===== config.mk =====
export PLATFORM = sky130hd
export DESIGN_NAME = pipe_stage_reg
export DESIGN_NICKNAME = d
export VERILOG_FILES = /design/src/rtl/pipe_pkg.sv /design/src/rtl/pipe_skid_buf.sv /design/src/rtl/pipe_stage_reg.sv
export SDC_FILE = /design/constraint.sdc
export NUM_CORES = 1
export LEC_CHECK = 0
export ABC_AREA = 1
export CAP_MARGIN = 40
export CORE_MARGIN = 2
export CORE_UTILIZATION = 39
export DETAILED_ROUTE_END_ITERATION = 10
export PLACE_DENSITY = 0.76
export SYNTH_ARGS = -nofsm -noshare
export SYNTH_HDL_FRONTEND = slang
export SYNTH_SLANG_ARGS = --single-unit

===== constraint.sdc =====
create_clock -name CLK -period 1.3 [get_ports CLK]
set_input_delay 0.26 -clock CLK [delete_from_list [all_inputs] [get_ports CLK]]
set_output_delay 0.26 -clock CLK [all_outputs]
set_load 0.005 [all_outputs]

===== src/rtl/pipe_pkg.sv =====
// Shared types for the pipeline stage register: skid FSM states and the bubble control encoding.
// Latency: none (types and constants only).
// Backpressure: none (types and constants only).
package pipe_pkg;

    typedef enum logic [1:0] {PS_EMPTY, PS_ONE, PS_FULL} pipe_state_t;

    // All-zero control word is a bubble; replicated to CTRL_W at the use site.
    localparam logic BUBBLE_CTRL = 1'b0;

endpackage


===== src/rtl/pipe_skid_buf.sv =====
// Skid entry plus occupancy FSM; owns out_valid and a registered in_ready for the stage.
// Latency: 1 cycle from input transfer to out_valid; a skidded word moves to main when out_ready rises.
// Backpressure: in_ready is a flop (low only while the skid entry is full), so no comb path from out_ready.
module pipe_skid_buf
    import pipe_pkg::*;
#(
    parameter int CTRL_W = 8,
    parameter int DATA_W = 32
) (
    input  logic              CLK,
    input  logic              nRST,
    input  logic              flush,
    input  logic              in_valid,
    input  logic [CTRL_W-1:0] in_ctrl,
    input  logic [DATA_W-1:0] in_data,
    input  logic              out_ready,
    output logic              in_ready,
    output logic              out_valid,
    output logic              load_in,
    output logic              load_skid,
    output logic [CTRL_W-1:0] skid_ctrl,
    output logic [DATA_W-1:0] skid_data
);

    pipe_state_t state;
    logic        in_xfer;

    assign in_xfer   = in_valid & in_ready;
    // Main register takes the input when empty or when its current word leaves this cycle.
    assign load_in   = !flush & in_xfer & ((state == PS_EMPTY) | out_ready);
    assign load_skid = !flush & (state == PS_FULL) & out_ready;

    always_ff @(posedge CLK or negedge nRST) begin
        if (!nRST) begin
            state     <= PS_EMPTY;
            out_valid <= 1'b0;
            in_ready  <= 1'b1;
            skid_ctrl <= '0;
            skid_data <= '0;
        end else if (flush) begin
            state     <= PS_EMPTY;
            out_valid <= 1'b0;
            in_ready  <= 1'b1;
        end else begin
            case (state)
                PS_EMPTY: begin
                    if (in_xfer) begin
                        state     <= PS_ONE;
                        out_valid <= 1'b1;
                    end
                end
                PS_ONE: begin
                    if (in_xfer && !out_ready) begin
                        state     <= PS_FULL;
                        in_ready  <= 1'b0;
                        skid_ctrl <= in_ctrl;
                        skid_data <= in_data;
                    end else if (!in_xfer && out_ready) begin
                        state     <= PS_EMPTY;
                        out_valid <= 1'b0;
                    end
                end
                PS_FULL: begin
                    if (out_ready) begin
                        state    <= PS_ONE;
                        in_ready <= 1'b1;
                    end
                end
                default: begin
                    state     <= PS_EMPTY;
                    out_valid <= 1'b0;
                    in_ready  <= 1'b1;
                end
            endcase
        end
    end

endmodule


===== src/rtl/pipe_stage_reg.sv =====
// Pipeline stage register with flush-to-bubble and saturating stall counter; PIPE_SKID_EN adds a skid entry.
// Latency: 1 cycle from input transfer to out_valid in both builds.
// Backpressure: comb in_ready = !out_valid | out_ready by default; registered in_ready with PIPE_SKID_EN.
module pipe_stage_reg
    import pipe_pkg::*;
#(
    parameter int DATA_W = 32,
    parameter int CTRL_W = 8,
    parameter int CNT_W  = 16
) (
    input  logic              CLK,
    input  logic              nRST,
    input  logic              flush,
    input  logic              in_valid,
    output logic              in_ready,
    input  logic [CTRL_W-1:0] in_ctrl,
    input  logic [DATA_W-1:0] in_data,
    output logic              out_valid,
    input  logic              out_ready,
    output logic [CTRL_W-1:0] out_ctrl,
    output logic [DATA_W-1:0] out_data,
    input  logic              stall_clr,
    output logic [CNT_W-1:0]  stall_cnt
);

    logic load_in;

`ifdef PIPE_SKID_EN
    logic              load_skid;
    logic [CTRL_W-1:0] skid_ctrl;
    logic [DATA_W-1:0] skid_data;

    pipe_skid_buf #(
        .CTRL_W (CTRL_W),
        .DATA_W (DATA_W)
    ) u_skid (
        .CLK       (CLK),
        .nRST      (nRST),
        .flush     (flush),
        .in_valid  (in_valid),
        .in_ctrl   (in_ctrl),
        .in_data   (in_data),
        .out_ready (out_ready),
        .in_ready  (in_ready),
        .out_valid (out_valid),
        .load_in   (load_in),
        .load_skid (load_skid),
        .skid_ctrl (skid_ctrl),
        .skid_data (skid_data)
    );
`else
    assign in_ready = !out_valid | out_ready;
    assign load_in  = !flush & in_ready & in_valid;

    always_ff @(posedge CLK or negedge nRST) begin
        if (!nRST) begin
            out_valid <= 1'b0;
        end else if (flush) begin
            out_valid <= 1'b0;
        end else if (in_ready) begin
            out_valid <= in_valid;
        end
    end
`endif

    // Flush clears control only; payload is left as-is since a bubble ignores it.
    always_ff @(posedge CLK or negedge nRST) begin
        if (!nRST) begin
            out_ctrl <= '0;
            out_data <= '0;
        end else if (flush) begin
            out_ctrl <= {CTRL_W{BUBBLE_CTRL}};
`ifdef PIPE_SKID_EN
        end else if (load_skid) begin
            out_ctrl <= skid_ctrl;
            out_data <= skid_data;
`endif
        end else if (load_in) begin
            out_ctrl <= in_ctrl;
            out_data <= in_data;
        end
    end

    always_ff @(posedge CLK or negedge nRST) begin
        if (!nRST) begin
            stall_cnt <= '0;
        end else if (stall_clr) begin
            stall_cnt <= '0;
        end else if (out_valid && !out_ready && (stall_cnt != {CNT_W{1'b1}})) begin
            stall_cnt <= stall_cnt + 1'b1;
        end
    end

endmodule


==> flow_summary.ini <==
[grt]
grt_max_degree = 58
grt_pass1_vias = 2576
antenna_found_initial = 0
overflow = 0
grt_pass1_wl_um = 11900
track_usage = 0.208

[synth]
avgSynthCellArea_um2 = 10.2
synth_common_cells = dfrtp_1 (57), nand2_1 (56), mux2_2 (29)
synth-edff-count = 0
yosysMostFrequentCell = dfrtp_1
ys_top_cells_by_area = dfrtp_1 (55%), mux2_2 (13%), nand2_1 (8.1%), nand3_1 (4.3%), inv_1 (3.0%)
netlist_area_um2 = 2590
synth.largest_area_cell = dfrtp_1
ys_seq_area_frac = 0.552
synthesis.yosys.warnings = 0
async_reset_ff_frac = 1.00
syn_nets = 301
yosysTopAreaCellShare = 0.552
yosys_most_used_dff = dfrtp_1
synthCells = 254
synth_seq_cells = 57
ys_types = 25

[clocking]
cts_tree = built
root_buffer = clkbuf_8
numCtsBuffers = 9
clockBufferDepth = 2
clock_latency_ps = 330
clkTransAtPathRegs_ps = 70
htreeDepth = 3
cts_sinks = 57

[power]
p_leak_uw = 0.00245
seqPwrFrac = 0.445
internal_power_uw = 3570
ir_drop_mv = 0.884
switchingPower_uw = 1130
p_per_area_nw_per_um2 = 996
power.share.clock = 0.334
switching_share = 0.241
combinationalPowerShare = 0.221

[min_path]
min_path_type = in -> async

[sta]
period_share = 1.18
clock.fmax_mhz = 654
fin_ws_ps = -230
fin_crit_ps = 1530
rsz0062_at_grt = true
slew_headroom = 0.786
hold_viol = 0
drv_slew = 0
finClkSkew_ps = 11.4
setup_violations = 52
tightest_slew_ps = 321

[drt]
drtIter0Drc = 113
postRouteAntennaNets = 0
drc_errors = 0
wl_per_cell_um = 15.4
viasPerCell = 4.96
dr.pass1.iters = 4
routed_wl_um = 7980
vias = 2572

[setup_path]
crit_required_ps = 1520
worstPathArrival_ps = 1750
reg2reg_slack_ps = -230
startpoint_type = flop
cp-endpoint = stall_cnt[6]
worstRegToRegCells = 11
crit_type = reg -> reg
startpoint = stall_cnt[4]
r2r_start = stall_cnt[4]
cp-end-kind = flop
worstReg2RegEnd = stall_cnt[6]
path_max_fanout = 6

[floorplanning]
die_area_um2 = 7300
start_util = 0.405
io-pin-count = 104
fp-row-count = 29
core_um2 = 6390
die_h_um = 85.4
die_x_um = 85.4

[outcome]
violations = setup timing
status = finished, violations left

[placement]
gp_congestion = 0.806
port_buffers = 103
placed_area_um2 = 3990
dp_hpwl_um = 4610
post-place-ws_ps = -398

[finish]
antennaDiodeCount = 0
fin_area_um2 = 4720
nets = 486
nFillCells = 460
drive_gt1_frac = 0.416
syn_to_final_growth_pct = 82.6

[job]
cap_violations = 0
[metrics by stage]
stage | std cells | power (uW) | TNS [ps] | utilization | hold slack (ps)
after floorplan | 254 | 2380 | -2570 | - | -35.6
after global placement | 463 | 3030 | -18450 | 0.625 | 286
after detailed placement | 463 | 3050 | -19470 | 0.625 | 286
after CTS | 518 | 4610 | -6620 | 0.727 | 470
after global routing | 519 | 4910 | -8490 | 0.739 | 489
final | 519 | 4700 | -5870 | 0.739 | 446
[worst min-delay path by stage]
stage	startpoint	to	slack (ps)	cells after the start
finish	nRST	stall_cnt[4]	450	3
global placement	nRST	stall_cnt[4]	290	2
floorplan	nRST	out_ctrl[0]	-40	0
CTS	in_ctrl[6]	out_ctrl[6]	470	3
global route	in_ctrl[6]	out_ctrl[6]	490	3
detailed placement	nRST	stall_cnt[4]	290	2
[worst max-delay path, stage by stage (launching register included)]
cell and delay, ps:
dfrtp_1 390, buf_4 140, nand2_2 100, nor2_4 70
nand2_4 80, nor2_4 40, nor2_4 170, nor2_4 60
buf_6 120, buf_12 130, nand2_2 70, nand2_2 40
[flip-flops by register name (all words and copies together) (netlist names)]
| name | count |
|---|---|
| out_data | 32 |
| out_valid | 1 |
| out_ctrl | 8 |
| stall_cnt | 16 |
[layout make-up]
class                           count  area [um^2]  share of cell area
Multi-Input combinational cell    166         1260               0.267
Tap cell                           77         96.3              0.0204
Sequential cell                    57         1430               0.302
Clock buffer                       10          138              0.0291
Clock inverter                      4         45.0             0.00954
Inverter                           23         91.3              0.0193
Timing Repair Buffer              182         1670               0.353
[repair_timing]
item,4_1_cts,5_1_grt
cloned,6,0
buffers inserted,36,10
endpoints found under the setup margin,108,70
pin swaps,16,9
gates resized for setup,136,77
hold buffers,1,0
hold endpoints to repair,57,0
[power by group through the flow]
stage          Clock, uW  Combinational, uW  Sequential, uW
5_1_grt             1690               1110            2110
3_5_place_dp           0                946            2110
4_1_cts             1590                943            2070
2_1_floorplan          0                261            2120
6_report            1570               1040            2090
3_3_place_gp           0                927            2100
[placed cells by master (no fill, tap or decap), types with 2 or more instances in the layout]
cell	netlist	routed
buf_6	1	25
nand2_2	0	17
nor2_1	16	12
mux2_4	0	32
a21oi_1	3	2
nand4_1	12	12
clkdlybuf4s50_1	0	44
inv_1	21	19
o21ai_2	0	2
nand2_1	56	39
nand3_1	22	16
nor2_2	1	3
clkinv_2	0	3
dlygate4sd2_1	0	41
clkbuf_8	0	10
inv_4	0	2
buf_12	0	6
o21ai_0	10	5
buf_2	3	7
nor2_4	5	7
nand3_2	1	6
dfrtp_1	57	57
xor2_1	4	4
buf_4	2	48
o21ai_1	0	3
clkbuf_2	0	9
[routing by layer]
metal | vias to the layer above | wire length (um) | GRT usage
li1 | 1215 | - | -
met1 | 1240 | 3430 | 0.270
met2 | 102 | 3990 | 0.347
met3 | 15 | 432 | 0.0447
met4 | 0 | 123 | 0.0707
met5 | - | 0 | 0
[logic make-up after synthesis]
kind of cell,Yosys count,synth area share
and+or+nand+nor,116,0.213
AOI/OAI and AO/OA,13,0.0252
buffers and inverters,31,0.0522
xor gates and xnor gates,4,0.0135
DFF,57,0.552
adders and majority gates,1,0.00484
muxes,32,0.139
(Power assumes the default switching activity.)
